<file path="src/rtl/rs_lane_merge_pkg.sv">
// Shared types and widths for the 8-lane RS codeword merger.
package rs_lane_merge_pkg;

  localparam int unsigned NUM_LANES = 8;
  localparam int unsigned LANE_W    = 8;
  localparam int unsigned BUS_W     = NUM_LANES * LANE_W;
  localparam int unsigned BEAT_W    = 16;

  typedef enum logic {RUN, RESYNC} merge_state_t;

  typedef struct packed {
    logic              last;
    logic [LANE_W-1:0] data;
  } lane_entry_t;

endpackage

</file>
<file path="src/rtl/rs_lane_merge_if.sv">
// Per-lane AXIS byte inputs and merged 64-bit AXIS output of the lane merger.
interface rs_lane_merge_if;
  import rs_lane_merge_pkg::*;

  logic [NUM_LANES-1:0]             s_tvalid;
  logic [NUM_LANES-1:0]             s_tready;
  logic [NUM_LANES-1:0][LANE_W-1:0] s_tdata;
  logic [NUM_LANES-1:0]             s_tlast;
  logic                             m_tvalid;
  logic                             m_tready;
  logic [BUS_W-1:0]                 m_tdata;
  logic                             m_tlast;

  modport master (
    output s_tvalid, s_tdata, s_tlast, m_tready,
    input  s_tready, m_tvalid, m_tdata, m_tlast
  );

  modport slave (
    input  s_tvalid, s_tdata, s_tlast, m_tready,
    output s_tready, m_tvalid, m_tdata, m_tlast
  );

endinterface

</file>
<file path="src/rtl/rs_lane_merge_fifo.sv">
// Synchronous per-lane FIFO of {tlast,byte}; exact full/empty, head is the oldest entry.
module lane_byte_fifo
  import rs_lane_merge_pkg::*;
#(
  parameter int unsigned DEPTH = 16
) (
  input  logic        clk,
  input  logic        reset,
  input  logic        push_i,
  input  lane_entry_t wdata_i,
  input  logic        pop_i,
  output logic        full_o,
  output logic        empty_o,
  output lane_entry_t head_o
);

  localparam int unsigned PTR_W = $clog2(DEPTH);
  localparam int unsigned CNT_W = PTR_W + 1;

  lane_entry_t      mem_q [DEPTH];
  logic [CNT_W-1:0] wr_ptr_q, wr_ptr_d;
  logic [CNT_W-1:0] rd_ptr_q, rd_ptr_d;
  logic             do_push, do_pop;

  assign empty_o = (wr_ptr_q == rd_ptr_q);
  assign full_o  = (wr_ptr_q[PTR_W] != rd_ptr_q[PTR_W]) &&
                   (wr_ptr_q[PTR_W-1:0] == rd_ptr_q[PTR_W-1:0]);
  assign do_pop  = pop_i & ~empty_o;
  // A pop in the same cycle frees the slot, so a push is accepted even when full.
  assign do_push = push_i & (~full_o | do_pop);
  assign head_o  = mem_q[rd_ptr_q[PTR_W-1:0]];

  always_comb begin
    wr_ptr_d = wr_ptr_q;
    rd_ptr_d = rd_ptr_q;
    if (do_push) wr_ptr_d = wr_ptr_q + CNT_W'(1);
    if (do_pop)  rd_ptr_d = rd_ptr_q + CNT_W'(1);
  end

  always_ff @(posedge clk) begin
    if (reset) begin
      wr_ptr_q <= '0;
      rd_ptr_q <= '0;
    end else begin
      wr_ptr_q <= wr_ptr_d;
      rd_ptr_q <= rd_ptr_d;
    end
  end

  always_ff @(posedge clk) begin
    if (do_push) mem_q[wr_ptr_q[PTR_W-1:0]] <= wdata_i;
  end

endmodule

</file>
<file path="src/rtl/rs_lane_merge.sv">
// Merges 8 RS-encoded byte lanes into one 64-bit AXIS stream, with alignment/length checking.
// Optional statistics counters (frame_cnt, err_cnt) are enabled by defining MERGE_STAT_EN.
module rs_lane_merge
  import rs_lane_merge_pkg::*;
#(
  parameter int unsigned FRAME_LEN  = 255,
  parameter int unsigned FIFO_DEPTH = 16
) (
  input  logic               clk,
  input  logic               reset,
  rs_lane_merge_if.slave     bus,
  output logic               align_err,
  output logic               len_err
`ifdef MERGE_STAT_EN
  ,
  output logic [31:0]        frame_cnt,
  output logic [15:0]        err_cnt
`endif
);

  localparam logic [BEAT_W-1:0] LAST_BEAT = BEAT_W'(FRAME_LEN - 1);
  localparam logic [BEAT_W-1:0] BEAT_SAT  = {BEAT_W{1'b1}};

  lane_entry_t                      head [NUM_LANES];
  logic [NUM_LANES-1:0]             full, empty, pop, push, head_last;
  logic [NUM_LANES-1:0][LANE_W-1:0] head_data;

  merge_state_t         state_q, state_d;
  logic [NUM_LANES-1:0] done_q, done_d;
  logic [BEAT_W-1:0]    beat_q, beat_d;
  logic                 m_tvalid_q, m_tvalid_d;
  logic [BUS_W-1:0]     m_tdata_q, m_tdata_d;
  logic                 m_tlast_q, m_tlast_d;
  logic                 align_q, align_d;
  logic                 len_q, len_d;
  logic                 emit;
  logic                 advance, heads_ok, lasts_equal;

  assign push          = bus.s_tvalid & ~full;
  assign bus.s_tready  = ~full;

  for (genvar j = 0; j < NUM_LANES; j++) begin : g_lane
    lane_entry_t wdata;
    assign wdata = '{last: bus.s_tlast[j], data: bus.s_tdata[j]};

    lane_byte_fifo #(
      .DEPTH (FIFO_DEPTH)
    ) u_fifo (
      .clk     (clk),
      .reset   (reset),
      .push_i  (push[j]),
      .wdata_i (wdata),
      .pop_i   (pop[j]),
      .full_o  (full[j]),
      .empty_o (empty[j]),
      .head_o  (head[j])
    );

    assign head_last[j] = head[j].last;
    assign head_data[j] = head[j].data;
  end

  assign advance     = ~m_tvalid_q | bus.m_tready;
  assign heads_ok    = ~|empty;
  assign lasts_equal = (&head_last) | ~(|head_last);

  // Merge FSM: RUN emits aligned words, RESYNC flushes each lane to its next codeword end.
  always_comb begin
    state_d    = state_q;
    done_d     = done_q;
    beat_d     = beat_q;
    m_tvalid_d = m_tvalid_q;
    m_tdata_d  = m_tdata_q;
    m_tlast_d  = m_tlast_q;
    align_d    = 1'b0;
    len_d      = 1'b0;
    pop        = '0;
    emit       = 1'b0;

    unique case (state_q)
      RUN: begin
        if (advance) begin
          if (heads_ok && lasts_equal) begin
            pop        = '1;
            emit       = 1'b1;
            m_tvalid_d = 1'b1;
            m_tdata_d  = head_data;
            m_tlast_d  = head_last[0];
            if (head_last[0]) begin
              len_d  = (beat_q != LAST_BEAT);
              beat_d = '0;
            end else if (beat_q == LAST_BEAT) begin
              len_d  = 1'b1;
              beat_d = BEAT_SAT;
            end else if (beat_q != BEAT_SAT) begin
              beat_d = beat_q + BEAT_W'(1);
            end
          end else if (heads_ok) begin
            m_tvalid_d = 1'b0;
            align_d    = 1'b1;
            done_d     = '0;
            state_d    = RESYNC;
          end else begin
            m_tvalid_d = 1'b0;
          end
        end
      end

      RESYNC: begin
        m_tvalid_d = 1'b0;
        if (&done_q) begin
          state_d = RUN;
          beat_d  = '0;
        end else begin
          pop    = ~done_q & ~empty;
          done_d = done_q | (pop & head_last);
        end
      end

      default: state_d = RUN;
    endcase
  end

  always_ff @(posedge clk) begin
    if (reset) begin
      state_q    <= RUN;
      done_q     <= '0;
      beat_q     <= '0;
      m_tvalid_q <= 1'b0;
      m_tdata_q  <= '0;
      m_tlast_q  <= 1'b0;
      align_q    <= 1'b0;
      len_q      <= 1'b0;
    end else begin
      state_q    <= state_d;
      done_q     <= done_d;
      beat_q     <= beat_d;
      m_tvalid_q <= m_tvalid_d;
      m_tdata_q  <= m_tdata_d;
      m_tlast_q  <= m_tlast_d;
      align_q    <= align_d;
      len_q      <= len_d;
    end
  end

  assign bus.m_tvalid = m_tvalid_q;
  assign bus.m_tdata  = m_tdata_q;
  assign bus.m_tlast  = m_tlast_q;
  assign align_err    = align_q;
  assign len_err      = len_q;

`ifdef MERGE_STAT_EN
  logic [31:0] frame_cnt_q, frame_cnt_d;
  logic [15:0] err_cnt_q, err_cnt_d;

  always_comb begin
    frame_cnt_d = frame_cnt_q;
    err_cnt_d   = err_cnt_q;
    if (emit && m_tlast_d)                          frame_cnt_d = frame_cnt_q + 32'd1;
    if ((align_d || len_d) && err_cnt_q != 16'hFFFF) err_cnt_d  = err_cnt_q + 16'd1;
  end

  always_ff @(posedge clk) begin
    if (reset) begin
      frame_cnt_q <= '0;
      err_cnt_q   <= '0;
    end else begin
      frame_cnt_q <= frame_cnt_d;
      err_cnt_q   <= err_cnt_d;
    end
  end

  assign frame_cnt = frame_cnt_q;
  assign err_cnt   = err_cnt_q;
`endif

endmodule

</file>
<file path="src/flat_wrapper.sv">
// flat-port wrapper written by rule: the top's interface ports become plain ports
module rs_lane_merge_flat import rs_lane_merge_pkg::*;
#(
  parameter int unsigned FRAME_LEN  = 255,
  parameter int unsigned FIFO_DEPTH = 16
)
  (clk, reset, align_err, len_err, bus_s_tvalid, bus_s_tdata, bus_s_tlast, bus_m_tready, bus_s_tready, bus_m_tvalid, bus_m_tdata, bus_m_tlast);
  rs_lane_merge_if bus_i ();
  input  logic clk;
  input  logic reset;
  output logic align_err;
  output logic len_err;
  input wire logic [$bits(bus_i.s_tvalid)-1:0] bus_s_tvalid;
  input wire logic [$bits(bus_i.s_tdata)-1:0] bus_s_tdata;
  input wire logic [$bits(bus_i.s_tlast)-1:0] bus_s_tlast;
  input wire logic [$bits(bus_i.m_tready)-1:0] bus_m_tready;
  output wire logic [$bits(bus_i.s_tready)-1:0] bus_s_tready;
  output wire logic [$bits(bus_i.m_tvalid)-1:0] bus_m_tvalid;
  output wire logic [$bits(bus_i.m_tdata)-1:0] bus_m_tdata;
  output wire logic [$bits(bus_i.m_tlast)-1:0] bus_m_tlast;
  assign bus_i.s_tvalid = bus_s_tvalid;
  assign bus_i.s_tdata = bus_s_tdata;
  assign bus_i.s_tlast = bus_s_tlast;
  assign bus_i.m_tready = bus_m_tready;
  assign bus_s_tready = bus_i.s_tready;
  assign bus_m_tvalid = bus_i.m_tvalid;
  assign bus_m_tdata = bus_i.m_tdata;
  assign bus_m_tlast = bus_i.m_tlast;
  rs_lane_merge #(.FRAME_LEN(FRAME_LEN), .FIFO_DEPTH(FIFO_DEPTH)) u_core (.clk(clk), .reset(reset), .bus(bus_i), .align_err(align_err), .len_err(len_err));
endmodule
</file>
<file path="config.mk">
export PLATFORM = sky130hd
export DESIGN_NAME = rs_lane_merge_flat
export DESIGN_NICKNAME = d
export VERILOG_FILES = /design/src/rtl/rs_lane_merge_pkg.sv /design/src/rtl/rs_lane_merge_if.sv /design/src/rtl/rs_lane_merge_fifo.sv /design/src/rtl/rs_lane_merge.sv /design/src/flat_wrapper.sv
export SDC_FILE = /design/constraint.sdc
export NUM_CORES = 2
export LEC_CHECK = 0
export ABC_AREA = 1
export CORE_ASPECT_RATIO = 1.2
export CORE_UTILIZATION = 25
export CTS_CLUSTER_DIAMETER = 30
export DETAILED_ROUTE_END_ITERATION = 16
export GPL_TIMING_DRIVEN = 0
export MAX_ROUTING_LAYER = met4
export PLACE_DENSITY = 0.49
export SETUP_SLACK_MARGIN = 0.15
export SYNTH_ARGS = -nofsm -noshare
export SYNTH_HDL_FRONTEND = slang
export SYNTH_SLANG_ARGS = --single-unit
</file>
<file path="constraint.sdc">
create_clock -name clk -period 4.55 [get_ports clk]
set_input_delay 0.91 -clock clk [delete_from_list [all_inputs] [get_ports clk]]
set_output_delay 0.91 -clock clk [all_outputs]
set_load 0.05 [all_outputs]
</file>
---- Yosys cells after proc, flatten, opt, wreduce, memory -nomap -nowiden ----
Memory sizes are Yosys's and may differ from the RTL's. A register that Yosys moved wholly into a read port is not among the register bits.
Cells that the tools add are included.
operators by class
  $add $sub $neg .......................... 17
  equal/unequal tests ..................... 34
  multiplexer cells ....................... 58
  bitwise gates (word level) .............. 54
  reduce and logical (&&, ||, !) cells .... 19
operator list
  cell                                                     count
  two-way mux 16 bit                                       6
  adder 5 x 1 -> 5 bit (second input constant)             16
  two-way mux 4 bit                                        16
  two-way mux 8 bit                                        7
  == test 5 bit                                            8
  == test 4 bit                                            8
  case mux 16 bit (2 select lines)                         1
  case mux 8 bit (2 select lines)                          2
  bitwise AND 8 bit                                        3
  two-way mux 1 bit                                        24
  inverter 8 bit                                           3
  inverter 1 bit                                           21
  adder 16 x 1 -> 16 bit (second input constant)           1
  bitwise AND 1 bit                                        16
  == test 16 x 8 -> 1 bit (second input constant)          1
  inequality test 16 bit (second input constant)           1
  inequality test 16 x 8 -> 1 bit (second input constant)  1
  AND reduction 8 bit                                      2
  OR reduction 8 bit                                       2
  bitwise OR 1 bit                                         10
  logical AND 1 bit                                        9
  inequality test 1 bit                                    8
  inequality test 2 bit (second input constant)            4
  bitwise OR 8 bit                                         1
  8 further kinds                                          11
storage, ports and cells
  register bits after elaboration ......... 173
  memory bits (writable) .................. 1152
  input bits .............................. 83
  output and inout port bits .............. 76
  word-level logic and storage cells ...... 214
  memories kept ........................... 8
memories
  memory                         words  width  read ports  clocked after memory_dff  wr ports  line                      text
  u_core.g_lane[0].u_fifo.mem_q  16     9      1           1                         1         rs_lane_merge_fifo.sv:20  lane_entry_t mem_q [DEPTH];
  u_core.g_lane[1].u_fifo.mem_q  16     9      1           1                         1         rs_lane_merge_fifo.sv:20
  u_core.g_lane[2].u_fifo.mem_q  16     9      1           1                         1         rs_lane_merge_fifo.sv:20
  u_core.g_lane[3].u_fifo.mem_q  16     9      1           1                         1         rs_lane_merge_fifo.sv:20
  u_core.g_lane[4].u_fifo.mem_q  16     9      1           1                         1         rs_lane_merge_fifo.sv:20
  u_core.g_lane[5].u_fifo.mem_q  16     9      1           1                         1         rs_lane_merge_fifo.sv:20
  +2 memories                    --     --     --          --                        --        --

---- Logic depth before layout (Yosys ltp) ----
  word-level depth ........................ 12
  depth in mapped cells ................... 19
  depth with buffers taken out ............ 17

---- Modules after synthesis ----
Synthesis repeated with hierarchy kept, for this count alone.
unflattened totals
  cell total of the unflattened synthesis .. 4939
  area total of the unflattened synthesis .. 56008.7 um^2
modules (own cells, without submodules)
  module                                        instances  cells an instance  area an instance (um^2)
  lane_byte_fifo (u_core.g_lane[2].u_fifo ...)  6          540                6468.7
  lane_byte_fifo (u_core.g_lane[0].u_fifo ...)  2          539                6466.2
  rs_lane_merge                                 1          621                4264.1

---- Worst setup path before layout ----
Ideal clock, no wire load.
  path kind ............................... reg2reg
  from .................................... register u_core.g_lane[1].u_fifo.rd_ptr_q[2]
  to ...................................... memory u_core.g_lane[1].u_fifo.mem_q[15][0] (netlist bit), enable pin
  setup time .............................. 0.377 ns
  arrival ................................. 1.954 ns
  data required time ...................... 4.173 ns
  setup slack ............................. 2.220 ns
  cell stages (with the launch flop) ...... 8
  clock period less this slack ............ 2.330 ns
  path through ............................ dfxtp_1 xor2_1 nor2_1 nand3b_1 nand2_1 inv_1 nand2_1 nor2_1
RTL lines
  what                                     line                      text
  from (decl)                              rs_lane_merge_fifo.sv:22  logic [CNT_W-1:0] rd_ptr_q, rd_ptr_d;
  from (signal assigned)                   rs_lane_merge_fifo.sv:46  rd_ptr_q <= rd_ptr_d;
  == test 4 bit                            rs_lane_merge_fifo.sv:27  (wr_ptr_q[PTR_W-1:0] == rd_ptr_q[PTR_W-1:0]);
  logical AND 1 bit                        rs_lane_merge_fifo.sv:26  assign full_o = (wr_ptr_q[PTR_W] != rd_ptr_q[PTR_W]) &&
  inverter 8 bit                           --
  via bus_s_tready[1]                      flat_wrapper.sv:17        output wire logic [$bits(bus_i.s_tready)-1:0] bus_s_tready;
  bitwise AND 8 bit                        rs_lane_merge.sv:39       assign push = bus.s_tvalid & ~full;
  bitwise AND 1 bit                        rs_lane_merge_fifo.sv:30  assign do_push = push_i & (~full_o | do_pop);
  two-way mux 1 bit                        rs_lane_merge_fifo.sv:51  if (do_push) mem_q[wr_ptr_q[PTR_W-1:0]] <= wdata_i;
  two-way mux 1 bit (not written as such)  rs_lane_merge_fifo.sv:51
  to (decl)                                rs_lane_merge_fifo.sv:20
The timed path passes the listed nets, and every way through them passes these cells.

==> metrics.cfg <==
[layout]
layout.nets = 5168
area_delta_synth_final_pct = 29.6
fin_cells = 8132
design_area_um2 = 70500
multiInputGateArea_um2 = 13900
fillers = 21596
regArea_um2 = 38700
drive_gt1_frac = 0.111
final_util = 0.326

[global_routing]
track_usage = 0.157
grt_pass1_vias = 37876
antenna_found_initial = 8
grt_pass1_wl_um = 249000
grt_overflow = 0
grt_max_degree = 17

[routing]
antenna_left = 0
vias = 38093
post_drt_wl_per_cell_um = 21.0
drc = 0
drt_pre_antenna_iters = 6
wirelength_um = 171000
drtIter0Drc = 3012
vias_per_cell = 4.68

[placed_design]
placed_cell_area_um2 = 59500
hpwl_um = 110000
place.gp.congestion = 0.859
dp_cells = 7546
dp_slack_ns = -0.237
portBuffers = 158

[worst_hold_path]
hp-class = reg2reg

[yosys]
synth_area_leaders = edfxtp_1 (64%), dfxtp_1 (7.6%), o21ai_0 (5.6%), nor2_1 (5.6%), nand2_1 (3.2%)
synth_area_um2 = 54300
ys_ff_latch = 1357
synth.net_count = 4678
ys_types = 41
yosysTopAreaCellShare = 0.636
yosysWarnings = 0
avgSynthCellArea_um2 = 11.9
synth_top_area_cell = edfxtp_1
ys_seq_area_frac = 0.712
synthCells = 4553
synth-edff-count = 1152
synth_ff_type = edfxtp_1
synthArstFlopShare = 0

[critical_path]
path_max_fanout = 10
crit_path_start_kind = register
cp.required_ns = 5.29
worst_setup_path_end_kind = register
critPathKind = reg2reg
arrival_ns = 4.63

[power_and_ir_drop]
power_per_cell_area_nw_per_um2 = 533
p_leak_nw = 24.2
ir_worst_vdd_v = 0.000287

[floorplan]
initial_core_util = 0.251
core-area_um2 = 216000
num_rows = 187
fp.dieW_um = 428
die_h_um = 513
pin_count = 159
dieArea_um2 = 219000

[clocking]
clk_latency_ns = 0.92
holdBufCountCts = 0
clk_path_buf_depth = 4
htree_levels = 5
path_clk_slew_ns = 0.05
cts_buffers = 329
cts_root_buffer = clkbuf_16
cts_num_sinks = 1357
cts_tree = done

[timing]
post-route-min-period_ns = 3.90
fin_ws_ns = 0.654
tightest_slew_ns = 1.41
fin_crit_sh = 0.856
setup_viol = 0
worst_clock_skew_ns = 0.0820
rsz0062_at_grt = false
hold_viol = 0
max_slew_margin = 0.0538
slew_violations = 0
max_freq_mhz = 257

[flow_run]
drv_cap = 0

[outcome]
status = completed

==> synth_stat cells, drive strengths merged, types with 3 or more instances <==
master and instances:
clkinv 9, o21ai 621, o211ai 66, nand4 5
nand2 464, o22ai 59, nand3 237, nor3 9
nor4 5, ha 42, clkbuf 205, edfxtp 1152
nor2 822, buf 54, o221ai 197, a211oi 7
nand3b 9, inv 171, a21oi 135, o21a 3
xor2 51, xnor2 19, dfxtp 205
==> flip-flops by register name, indices dropped and copies added, names as in the netlist, named ones only <==
register	flops
u_core.g_lane.u_fifo.mem_q	1152
u_core.bus.m_tdata	64
u_core.g_lane.u_fifo.rd_ptr_q	40
u_core.g_lane.u_fifo.wr_ptr_q	40
u_core.beat_q	16
u_core.done_q	8
u_core.align_err	1
u_core.bus.m_tlast	1
u_core.bus.m_tvalid	1
u_core.len_err	1
u_core.state_q	1
==> where the power goes <==
| part | internal, mW | switching (mW) | total (mW) |
|---|---|---|---|
| combinational | 0.183 | 0.571 | 0.754 |
| sequential | 13.7 | 0.0453 | 13.7 |
| clock | 16.1 | 6.96 | 23.1 |
| total | 30.0 | 7.57 | 37.5 |
==> critical path, cell delays in order (launching register included) <==
cell	delay, ns
dfxtp_1	0.29
buf_2	0.30
clkinv_1	0.45
nand3_1	0.25
nand2_1	0.25
nor2_1	0.16
nand2_1	0.08
o21ai_2	0.28
nand2_1	0.13
buf_2	0.35
clkbuf_1	0.40
o21ai_0	0.72
nor2_1	0.07
==> final timing paths <==
| path | end | startpoint | slack [ns] | cells past startpoint |
|---|---|---|---|---|
| min | u_core.g_lane[0].u_fifo.wr_ptr_q[4] | u_core.g_lane[0].u_fifo.wr_ptr_q[4] | 0.47 | 1 |
| min reg2reg | u_core.g_lane[0].u_fifo.wr_ptr_q[4] | u_core.g_lane[0].u_fifo.wr_ptr_q[4] | 0.47 | 1 |
| max | u_core.bus.m_tdata[49] | register | 0.65 | 12 |
| max reg2reg | u_core.bus.m_tdata[49] | register | 0.65 | 12 |
==> cell usage in the layout (no fill, tap or decap), types with 3 or more instances in the layout <==
cell type and n:
o22ai_1 59, clkbuf_8 16, nor4_1 4, clkbuf_16 336
nand3b_1 9, inv_6 5, xor2_1 51, o211ai_1 66
dfxtp_1 205, inv_1 155, nand2_1 460, buf_4 7
nor2_2 12, nand4_1 5, inv_4 9, clkinv_8 3
a21oi_1 135, buf_6 5, o221ai_1 197, xnor2_1 19
a211oi_1 7, ha_1 42, o21ai_1 8, inv_2 12
diode_2 6, buf_2 43, clkdlybuf4s50_1 158, edfxtp_1 1152
nand3_1 237, o21a_1 3, clkinvlp_4 29, nor2_1 810
clkbuf_1 250, clkinv_2 50, nand2_2 3, clkinv_4 8
bufinv_16 45, clkinv_1 45, nor3_1 8, o21ai_0 612
==> per-stage QoR <==
step / hold WS, ns / power [mW] / TNS [ns]
2_1_floorplan: 0.442 / 14.2 / 0
3_3_place_gp: 0.454 / 14.7 / -2.14
3_5_place_dp: 0.467 / 14.7 / -2.28
4_1_cts: 0.478 / 37.9 / 0
5_1_grt: 0.498 / 38.5 / 0
6_report: 0.472 / 37.5 / 0
==> cell families (layout without fill, tap and decap cells) <==
group                      after synthesis  after routing  synth area share
and+or+nand+nor                       1553           1553             0.115
other                                    0              6                 0
DFF                                   1357           1357             0.712
adders and majority gates               42             42           0.00967
AOI/OAI and AO/OA                     1092           1092             0.120
xor gates and xnor gates                70             70            0.0113
buffers and inverters                  439           1177            0.0326
==> routing by layer <==
layer / routed length (um) / share of wire / track usage
met2: 82500 / 0.48 / 0.251
met5: 0 / 0 / -
met3: 10200 / 0.060 / 0.0307
met4: 6040 / 0.035 / 0.0652
met1: 72100 / 0.42 / 0.191
==> layout make-up <==
class                           instances  share of cell area
Antenna cell                            6            0.000213
Clock buffer                          398               0.125
Tap cell                             2835              0.0503
Sequential cell                      1357               0.549
Multi-Input combinational cell       2757               0.197
Inverter                              180             0.00973
Timing Repair Buffer                  159              0.0226
Buffer                                259              0.0154
Clock inverter                        181              0.0305
==> what timing repair did <==
action | CTS | global route
setup endpoints to repair | 0 | 1
buffers inserted | 0 | 0
gates resized for setup | 0 | 1
(Power assumes the default switching activity.)
